### src/rtl/cp0_exc_unit.sv
// MEM-stage coprocessor-0: SR/Cause/EPC/PrID, interrupt-vs-exception arbitration,
// mfc0/mtc0 access and eret handling for the pipelined MIPS core.
module cp0_exc_unit #(
  parameter logic [31:0] PRID       = 32'h4D495053,
  parameter logic [31:0] HANDLER_PC = 32'h00004180
) (
  input  logic        Clk,
  input  logic        Reset,
  input  logic [31:0] pc_mem,
  input  logic [4:0]  exccode_mem,
  input  logic        delay_mem,
  input  logic [5:0]  hwint,
  input  logic [4:0]  cp0_addr,
  input  logic [31:0] cp0_din,
  input  logic        cp0_we,
  input  logic        eret,
  output logic [31:0] cp0_dout,
  output logic        exc_req,
  output logic [31:0] handler_pc,
  output logic [31:0] epc_out
);

  localparam logic [4:0] ADDR_SR    = 5'd12;
  localparam logic [4:0] ADDR_CAUSE = 5'd13;
  localparam logic [4:0] ADDR_EPC   = 5'd14;
  localparam logic [4:0] ADDR_PRID  = 5'd15;

  logic [5:0]  sr_im;
  logic        sr_exl;
  logic        sr_ie;
  logic        cause_bd;
  logic [5:0]  cause_ip;
  logic [4:0]  cause_exccode;
  logic [31:0] epc;

  logic        int_pend;
  logic        exc_pend;
  logic [31:0] sr_word;
  logic [31:0] cause_word;
  logic [31:0] victim_pc;

  assign sr_word    = {16'b0, sr_im, 8'b0, sr_exl, sr_ie};
  assign cause_word = {cause_bd, 15'b0, cause_ip, 3'b0, cause_exccode, 2'b0};

  // Interrupts use the registered IP copy, so a hwint edge reaches exc_req one cycle later.
  assign int_pend = (|(cause_ip & sr_im)) & sr_ie & ~sr_exl;
  assign exc_pend = (exccode_mem != 5'd0) & ~sr_exl;
  assign exc_req  = ~Reset & (int_pend | exc_pend);

  // A faulting delay-slot instruction restarts at its branch.
  assign victim_pc = delay_mem ? (pc_mem - 32'd4) : pc_mem;

  assign handler_pc = HANDLER_PC;
  assign epc_out    = epc;

  always_comb begin
    cp0_dout = 32'b0;
    case (cp0_addr)
      ADDR_SR:    cp0_dout = sr_word;
      ADDR_CAUSE: cp0_dout = cause_word;
      ADDR_EPC:   cp0_dout = epc;
      ADDR_PRID:  cp0_dout = PRID;
      default:    cp0_dout = 32'b0;
    endcase
  end

  always_ff @(posedge Clk) begin
    if (Reset) begin
      sr_im  <= 6'b0;
      sr_exl <= 1'b0;
      sr_ie  <= 1'b0;
    end else if (exc_req) begin
      sr_exl <= 1'b1;
    end else begin
      if (cp0_we && cp0_addr == ADDR_SR) begin
        sr_im  <= cp0_din[15:10];
        sr_exl <= cp0_din[1];
        sr_ie  <= cp0_din[0];
      end
      // eret clears EXL even when the same edge writes SR.
      if (eret) begin
        sr_exl <= 1'b0;
      end
    end
  end

  always_ff @(posedge Clk) begin
    if (Reset) begin
      cause_bd      <= 1'b0;
      cause_ip      <= 6'b0;
      cause_exccode <= 5'b0;
    end else begin
      cause_ip <= hwint;
      if (exc_req) begin
        cause_bd      <= delay_mem;
        cause_exccode <= int_pend ? 5'd0 : exccode_mem;
      end
    end
  end

  always_ff @(posedge Clk) begin
    if (Reset) begin
      epc <= 32'b0;
    end else if (exc_req) begin
      epc <= victim_pc & ~32'h3;
    end else if (cp0_we && cp0_addr == ADDR_EPC) begin
      epc <= cp0_din & ~32'h3;
    end
  end

endmodule
### config.mk
export PLATFORM = sky130hd
export DESIGN_NAME = cp0_exc_unit
export DESIGN_NICKNAME = d
export VERILOG_FILES = /design/src/rtl/cp0_exc_unit.sv
export SDC_FILE = /design/constraint.sdc
export NUM_CORES = 1
export LEC_CHECK = 0
export CAP_MARGIN = 20
export CORE_MARGIN = 8
export CORE_UTILIZATION = 37
export CTS_CLUSTER_SIZE = 40
export DETAILED_ROUTE_END_ITERATION = 10
export PLACE_DENSITY = 0.89
export SLEW_MARGIN = 25
export SYNTH_ARGS = -nofsm -noshare
export SYNTH_HDL_FRONTEND = slang
export SYNTH_SLANG_ARGS = --single-unit
### constraint.sdc
create_clock -name Clk -period 2.8 [get_ports Clk]
set_input_delay 0.7 -clock Clk [delete_from_list [all_inputs] [get_ports Clk]]
set_output_delay 0.7 -clock Clk [all_outputs]
set_load 0.02 [all_outputs]
==> key figures <==
Detailed routing
  – Via density: 5.77
  – Routed len/inst: 19.8 µm
  – WL final: 15200 µm
  – Vias: 4455
  – DRT Pass-1 Iters: 5
  – Final ANT Viol Nets: 0
  – DRC Markers: 0
  – Iter 0 DRT Violations: 380

CTS
  – Clock Latency Late Sink: 310 ps
  – Sink Count: 50
  – Root Buffer: clkbuf_8
  – CTS Buf Count: 5
  – Clock buffer depth: 2
  – Clock transition at path regs: ~80 ps
  – H-tree Lvls: 2
  – TritonCTS clock tree: done
  – Hold-fix buffers, CTS: 0

STA
  – FMAX: 0.345 GHz
  – Fin crit period: 2900 ps
  – Unrepaired setup endpoints after global routing: true
  – Setup WS post-layout: -98.8 ps
  – Fin. max-slew vios: 0
  – Final critical-path share of the clock period: 1.04
  – Rel. slew slack: 0.570
  – Fin. Hold Viols: 0
  – Worst slew pin tran: approximately 630 ps
  – Fin Clk Skew: 11.6 ps
  – Final setup vio count: 1

Run status
  – Outcome: complete, but fails checks
  – Violated checks: setup timing

Global route
  – Antenna violations before repair: 0
  – Via count of the first global-routing pass: approximately 4600
  – Largest net degree at the start of global routing: 44
  – GRT Total Usage: 0.216
  – Overflow after GRT: 0
  – Met3 usage: 0.0417
  – First-pass GRT wire length: 23300 µm
  – Grt met2 use: 0.392
  – Met1 layer usage reported by global route: 0.236
  – Most Crowded Layer GR: met2

Synth
  – Most frequent cell after synthesis: dfxtp_1
  – Synthesized area: 0.00369 mm²
  – Synth warn: 0
  – Cells after Synth: 452
  – Area leader, netlist: dfxtp_1
  – Synth area leaders: dfxtp_1 (27%), buf_4 (6.9%), a2111oi_0 (6.7%), and3_1 (6.6%), a311oi_1 (4.0%)
  – Post-synth top cells: dfxtp_1 (50), and3_1 (39), buf_4 (34)
  – Synth top area share: 0.271
  – Post-synth EDFFs: 0
  – Seq/Total Area, Yosys: 0.271
  – Mean area per synthesized cell: 8.16 µm²
  – Post-synthesis async set-or-reset flop share: 0
  – Synth Flop Type: dfxtp_1
  – Yosys cell types: 54
  – #FFs+latches synth: 50

Floorplan
  – Rows: 36
  – Die W: 116 µm
  – Core Region: 0.00973 mm²
  – Die area: 0.0134 mm²
  – Initial Util: 0.379
  – I/O pins: 182
  – Die height: 116 µm

Placed design
  – Gpl congestion: about 0.93
  – DPL Wire Length: 11900 µm
  – Placed inst area: 0.00547 mm²
  – Worst Setup Slack post-DPL: -561 ps
  – PortBufs: 145

Worst setup path
  – CP startpoint: exccode_mem[2]
  – CP max FO: 2
  – Worst path arrival time: 2200 ps
  – Worst Setup End Kind: output port
  – CP Capture Point: exc_req
  – Worst r2r dst: epc_out[23]
  – Worst R2R Setup Slack: 730 ps
  – Worst R2R Path Depth: 5
  – WP data required: between 2000 and 2500 ps
  – CP Launch Type: primary input
  – Worst R2R Start: sr_im[4]
  – Crit Path Class: in2out

Layout
  – Fillers: roughly 900
  – Antenna diode count: 0
  – Share of cells above drive strength 1: 0.214
  – Nets@finish: 725
  – Design area: 0.00557 mm²
  – P&R area growth vs syn: 50.9%

Power and ir drop
  – Leakage power: 2.29 nW
  – Max IR drop VDD: between 0.2 and 0.25 mV
  – Power Density: 358 mW/mm²
  – Tot Pwr: ~2 mW

Min path
  – Hold crit path type: reg2reg

Job
  – Max-cap violation count: 0
worst max-delay path: stages:
cell and delay [ps]:
clkdlybuf4s50_1 460, or4_4 510, o21a_1 210, nor2_2 110, nor2_1 60, buf_2 160
flip-flops by register name (all words and copies together) (netlist names):
name and count:
epc_out 30, cause_ip 6, sr_im 6, cause_exccode 5
cause_bd 1, sr_exl 1, sr_ie 1
layer usage:
| metal | up-vias | share of wire |
|---|---|---|
| met3 | 51 | 0.076 |
| met5 | - | 0 |
| met1 | 2124 | 0.38 |
| met2 | 247 | 0.51 |
| met4 | 0 | 0.035 |
| li1 | 2033 | - |
per-stage QoR:
stage                      util  hold slack (ps)  instances  TNS [ps]
after floorplan               -              443        484         0
after global placement    0.563              454        760    -14000
after detailed placement  0.563              467        760    -15870
after CTS                 0.577              480        772      -140
after global routing      0.572              494        772      -128
final                     0.572              481        772     -98.8
kinds of logic after synthesis:
logic type / Yosys count / share of synthesized area
adders and majority gates: 1 / 0.00339
DFF: 50 / 0.271
buffers and inverters: 78 / 0.145
AOI/OAI and AO/OA: 111 / 0.228
and+or+nand+nor: 184 / 0.283
xor gates and xnor gates: 13 / 0.0309
muxes: 13 / 0.0360
other: 2 / 0.00204
worst min path at each step:
stage,start,to,slack (ps),cells after the start
finish,sr_im[2],sr_im[2],480,2
global placement,cause_exccode[0],cause_exccode[0],450,2
detailed placement,sr_im[2],sr_im[2],470,2
CTS,sr_im[2],sr_im[2],480,2
global route,cause_bd,cause_bd,490,2
floorplan,cause_exccode[3],cause_exccode[3],440,2
timing repair:
item / in CTS / in global routing
hold endpoints to repair: 0 / 0
resized for setup: 89 / 28
endpoints found under the setup margin: 39 / 34
pin swaps: 5 / 5
buffers inserted: 3 / 0
cloned: 2 / 0
cell type report:
type	instances	area (µm²)	area share
Clock inverter	1	30.0	0.00540
Timing Repair Buffer	221	1940	0.348
Multi-Input combinational cell	356	2330	0.418
Tap cell	133	166	0.0299
Clock buffer	6	82.6	0.0148
Inverter	5	18.8	0.00337
Sequential cell	50	1000	0.180
layout by cell type (no fill, tap or decap), drive strengths merged, types with 6 or more instances in the layout:
master	Yosys	routed
dfxtp	50	50
and3	40	40
xnor2	9	9
a211oi	13	13
conb	2	34
or3	11	11
nand2	26	26
a22oi	7	7
o31ai	12	12
o21ai	8	8
a2111oi	28	28
nand3	14	14
nor2b	8	8
dlymetal6s2s	0	6
mux2i	11	11
a21oi	16	16
nor4	7	7
buf	41	83
dlygate4sd2	0	8
nor2	33	33
clkbuf	29	21
a311oi	17	17
or4	22	22
clkdlybuf4s50	1	104
power breakdown:
part,switching (mW),internal [mW]
clock network,0.244,0.286
logic,0.336,0.312
registers,0.0492,0.765
total,0.630,1.36
Power figures use the tool's default switching activity.
==> patch 1, RTL diff (same flow settings) <==
Register the input `cp0_din` before use, without a reset. The logic sees it one clock later. The other inputs are not delayed to match.
--- a/src/rtl/cp0_exc_unit.sv
+++ b/src/rtl/cp0_exc_unit.sv
@@ -24,6 +24,12 @@
   localparam logic [4:0] ADDR_CAUSE = 5'd13;
   localparam logic [4:0] ADDR_EPC   = 5'd14;
   localparam logic [4:0] ADDR_PRID  = 5'd15;
+
+  logic [31:0] cp0_din_q;
+
+  always_ff @(posedge Clk) begin
+    cp0_din_q <= cp0_din;
+  end
 
   logic [5:0]  sr_im;
   logic        sr_exl;
@@ -73,9 +79,9 @@
       sr_exl <= 1'b1;
     end else begin
       if (cp0_we && cp0_addr == ADDR_SR) begin
-        sr_im  <= cp0_din[15:10];
-        sr_exl <= cp0_din[1];
-        sr_ie  <= cp0_din[0];
+        sr_im  <= cp0_din_q[15:10];
+        sr_exl <= cp0_din_q[1];
+        sr_ie  <= cp0_din_q[0];
       end
       // eret clears EXL even when the same edge writes SR.
       if (eret) begin
@@ -104,7 +110,7 @@
     end else if (exc_req) begin
       epc <= victim_pc & ~32'h3;
     end else if (cp0_we && cp0_addr == ADDR_EPC) begin
-      epc <= cp0_din & ~32'h3;
+      epc <= cp0_din_q & ~32'h3;
     end
   end
 
Check against the original RTL: not equivalent (Yosys sat finds a counterexample within 4 cycles, from zero or initial values and one cycle with Reset high).
==> patch 1 against the unedited design <==
Worst setup slack better by 0.11 ns. Sequential power rose by 60%. Largest cell class unchanged. Design area is 14% higher. Critical path depth shrank 1. Critical endpoint is now cp0_dout[8]. Clock power is 120% higher. Critical path type unchanged. Maximum frequency rose by 3.8%. Total power is 57% higher. Area after synthesis increased by 16%. Routed wire length increased by 6.0%. Register-to-register slack worse by 0.06 ns. Sequential cell count grew 32. Count of clock-buffer cells in the layout increased by 5.
==> patch 1: results (changes against the unedited design) <==
fillers 987 (was 878); CTS buffer count 9 (was 5); Top reg by flops cp0_din_q; clk_skew 0.00553 ns (was 0.0116 ns); number of diodes 0 (unchanged); worst hold path type flop to flop (unchanged); hpwl dp 12200 µm (was 11900 µm); WL final 16200 µm (was 15200 µm); gr usage total 0.206 (was 0.216); outcome finished clean (was finished, violations left); GPL Wtd Cong 0.880 (was 0.928); Root Driver clkbuf_16 (was clkbuf_8); cell leakage power 2.55 nW (was 2.29 nW); largest cells by area after synthesis dfxtp_1 (39%), buf_4 (6.0%), and3_1 (5.9%), a2111oi_0 (5.8%), a311oi_1 (3.1%) (was dfxtp_1 (27%), buf_4 (6.9%), a2111oi_0 (6.7%), and3_1 (6.6%), a311oi_1 (4.0%)); worst path arrival time 2.09 ns (was 2.20 ns); Synth top cells by count dfxtp_1 (82), and3_1 (40), buf_4 (34), nor2_1 (34), clkbuf_1 (33) (was dfxtp_1 (50), and3_1 (39), buf_4 (34), nor2_1 (33), a2111oi_0 (28)); H-tree depth 3 (was 2); area occupied by multi-input gates 2340 µm² (was 2330 µm²); Buffers on Ports 145 (unchanged); fraction of layout cells with a size suffix above 1 0.198 (was 0.214); clk slew on worst S/H paths 0.06 ns (was 0.08 ns); crit path max fanout 9 (was 2); Yosys Warn Count 0 (unchanged); Peak VDD IR 0.000260 V (was 0.000223 V); Nets 744 (was 725); max reg flops 32 (was 30); Post-synth ARST share 0 (unchanged); largest net degree at the start of global routing 44 (unchanged); placed cell area 6080 µm² (was 5470 µm²); First-pass DRT Iterations 5 (unchanged); vias per inst 5.71 (was 5.77); starting DRC count in detailed routing 367 (was 380); worst slew pin tran 0.662 ns (was 0.628 ns); global-route wire length before repair 24600 µm (was 23300 µm); vias in the first global route 4642 (was 4567); Skew-Pair Late Insertion Delay 0.34 ns (was 0.31 ns); initial antenna violation count 0 (unchanged); Clock Path Buffers 2 (unchanged); DP Worst Slack -0.493 ns (was -0.561 ns); sequential element share of the synthesized area 0.385 (was 0.271); count of different cell masters after synthesis 55 (was 54)
patch 1: path summary, 6_finish.rpt:
check	start	endpoint	slack, ns	cells past startpoint
setup / recovery	cp0_addr[3]	cp0_dout[8]	0.008	5
hold / removal	cause_exccode[4]	cause_exccode[4]	0.47	2
setup reg to reg	sr_im[4]	epc_out[24]	0.67	5
hold reg to reg	cause_exccode[4]	cause_exccode[4]	0.47	2
patch 1: worst max-delay path: stages:
cell	delay (ns)
clkdlybuf4s50_1	0.48
and3b_2	0.25
buf_4	0.21
and3_1	0.18
clkdlybuf4s15_2	0.26
patch 1: logic make-up after synthesis:
family,share of synthesized area
multiplexers,0.0311
buffers and inverters,0.102
AO/OA/AOI/OAI,0.199
flip-flops,0.385
adder cells (fa/ha/maj),0.00294
other,0.00176
XOR/XNOR,0.0288
AND/OR/NAND/NOR,0.250
patch 1: final cells by class:
class,count,area share
multi-input combinational,357,0.370
timing repair buffer,203,0.293
sequential,82,0.259
clock buffer,11,0.0383
tap,143,0.0282
clock inverter,5,0.00849
inverter,5,0.00296
patch 1: repair_timing:
action                                  4_1_cts  5_1_grt
pin swaps                                     1        3
buffers inserted                              1        1
gates resized for setup                      87       33
endpoints found under the setup margin       33       29
patch 1: through the flow:
stage,hold slack [ns],total power [mW],instances
final,0.471,3.13,806
after global routing,0.500,3.23,806
after CTS,0.470,3.13,805
after detailed placement,0.456,1.96,788
after global placement,0.447,1.94,788
after floorplan,0.423,1.63,517
patch 1: report_power, final:
group	switching (mW)	internal, mW	leakage (nW)
registers	0.0563	1.25	0.685
logic	0.339	0.303	1.72
clock network	0.472	0.712	0.149
patch 1: routing by layer:
layer / global-route usage / part of all wire / vias to the layer above
met3: 0.0530 / 0.082 / 45
met2: 0.338 / 0.49 / 232
met4: 0.119 / 0.036 / 0
met5: 0 / 0 / -
li1: - / - / 2114
met1: 0.241 / 0.39 / 2215
==> patch 2, RTL diff (config.mk and constraints unchanged) <==
Made on the original files. `PRID`: 32'h4D495053 -> 32'h26A4A829.
--- a/src/rtl/cp0_exc_unit.sv
+++ b/src/rtl/cp0_exc_unit.sv
@@ -1,7 +1,7 @@
 // MEM-stage coprocessor-0: SR/Cause/EPC/PrID, interrupt-vs-exception arbitration,
 // mfc0/mtc0 access and eret handling for the pipelined MIPS core.
 module cp0_exc_unit #(
-  parameter logic [31:0] PRID       = 32'h4D495053,
+  parameter logic [31:0] PRID       = 32'h26A4A829,
   parameter logic [31:0] HANDLER_PC = 32'h00004180
 ) (
   input  logic        Clk,
Check against the original RTL: not equivalent (a bounded check fails within 4 cycles, from zero or initial values and one cycle with Reset high).
==> patch 2 against the unedited design <==
Total power fell by 5.9%. Area after synthesis fell by 7.4%. Clock power fell by 15%. Combinational power fell by 4.6%. Worst setup slack improved by 0.14 ns. Routed wire length fell by 16%. Die area fell by 6.4%. Design area fell by 7.5%. Sequential share of layout area rose by 1.5 points. Sequential cell count did not move. Critical endpoint is now cp0_dout[24].
==> patch 2: results (changes against the unedited design) <==
worst hold path type flop to flop (unchanged); Root Driver clkbuf_8 (unchanged); clk slew on worst S/H paths 0.10 ns (was 0.08 ns); sequential element share of the synthesized area 0.293 (was 0.271); clk_skew 0.00423 ns (was 0.0116 ns); Peak VDD IR 0.000224 V (was 0.000223 V); First-pass DRT Iterations 5 (unchanged); vias per inst 5.20 (was 5.77); number of diodes 0 (unchanged); Yosys Warn Count 0 (unchanged); H-tree depth 2 (unchanged); outcome finished clean (was finished, violations left); Crit path largest cell delay 0.47 ns (was 0.51 ns); largest cells by area after synthesis dfxtp_1 (29%), mux2i_1 (11%), buf_4 (7.9%), nor2_1 (5.9%), xnor2_1 (5.6%) (was dfxtp_1 (27%), buf_4 (6.9%), a2111oi_0 (6.7%), and3_1 (6.6%), a311oi_1 (4.0%)); Post-synth ARST share 0 (unchanged); vias in the first global route 3776 (was 4567); global-route wire length before repair 19900 µm (was 23300 µm); fraction of layout cells with a size suffix above 1 0.165 (was 0.214); CTS buffer count 5 (unchanged); starting DRC count in detailed routing 187 (was 380); CP max-delay cell clkdlybuf4s50_1 (was or4_4); max reg flops 30 (unchanged); GPL Wtd Cong 0.834 (was 0.928); worst path arrival time 2.06 ns (was 2.20 ns); placed cell area 5070 µm² (was 5470 µm²); WL final 12800 µm (was 15200 µm); Clock Path Buffers 2 (unchanged); cell leakage power 2.11 nW (was 2.29 nW); gr usage total 0.195 (was 0.216); fillers 836 (was 878); initial antenna violation count 0 (unchanged); crit path max fanout 13 (was 2); Skew-Pair Late Insertion Delay 0.30 ns; predominant post-synthesis flop cell dfxtp_1 (unchanged); Synth top cells by count nor2_1 (54), dfxtp_1 (50), mux2i_1 (38), buf_4 (36), a21oi_1 (25) (was dfxtp_1 (50), and3_1 (39), buf_4 (34), nor2_1 (33), a2111oi_0 (28)); max_slew headroom 0.624 (was 0.570); largest net degree at the start of global routing 52 (was 44); Buffers on Ports 145 (unchanged); Nets 662 (was 725); hpwl dp 10000 µm (was 11900 µm); count of different cell masters after synthesis 47 (was 54)
patch 2: stage by stage:
step,setup TNS (ns),setup slack [ns],util,total power [mW],std cells
after floorplan,0,0.291,-,1.14,444
after global placement,-12.65,-0.443,0.556,1.41,676
after detailed placement,-14.24,-0.469,0.556,1.43,676
after CTS,-0.00679,-0.00679,0.569,1.88,687
after global routing,0,0.00139,0.565,1.96,688
final,0,0.0369,0.565,1.88,688
patch 2: cell families after synthesis:
family / share of synthesized area
and+or+nand+nor: 0.239
AOI/OAI and AO/OA: 0.144
buffers and inverters: 0.115
DFF: 0.293
muxes: 0.131
xor gates and xnor gates: 0.0718
other: 0.00220
adders and majority gates: 0.00366
patch 2: path summary, 6_finish.rpt:
path,start,end,slack (ns),depth (start not counted)
max,cp0_addr[2],cp0_dout[24],0.04,5
min,cause_exccode[3],cause_exccode[3],0.45,2
max reg2reg,sr_im[3],epc_out[10],0.67,7
min reg2reg,cause_exccode[3],cause_exccode[3],0.45,2
patch 2: report_power, final:
group / total, mW / internal, mW / leakage (nW) / switching (mW)
sequential: 0.806 / 0.765 / 0.415 / 0.0415
combinational: 0.619 / 0.300 / 1.64 / 0.319
clock: 0.450 / 0.199 / 0.0472 / 0.250
patch 2: what timing repair did:
action	CTS	global route
gates resized for setup	67	26
setup endpoints to repair	33	19
buffers inserted	2	1
gates cloned	1	0
pin swaps	1	1
patch 2: per-layer routing:
layer	part of all wire	track usage
met5	0	0
met3	0.066	0.0424
met1	0.40	0.221
met4	0.032	0.0863
met2	0.50	0.345
patch 2: area by class of cell:
class                   instances  area share
repair buffers                186       0.334
clock inverters                 2     0.00243
inverters                       4     0.00292
clock buffers                   6      0.0160
multi-input cells             329       0.423
flip-flops and latches         50       0.194
well taps                     111      0.0270
patch 2: critical path, delay by kind of cell:
| kind | cells | cell delay, ns |
|---|---|---|
| simple gates | 2 | 0.41 |
| buf+inv | 3 | 0.94 |
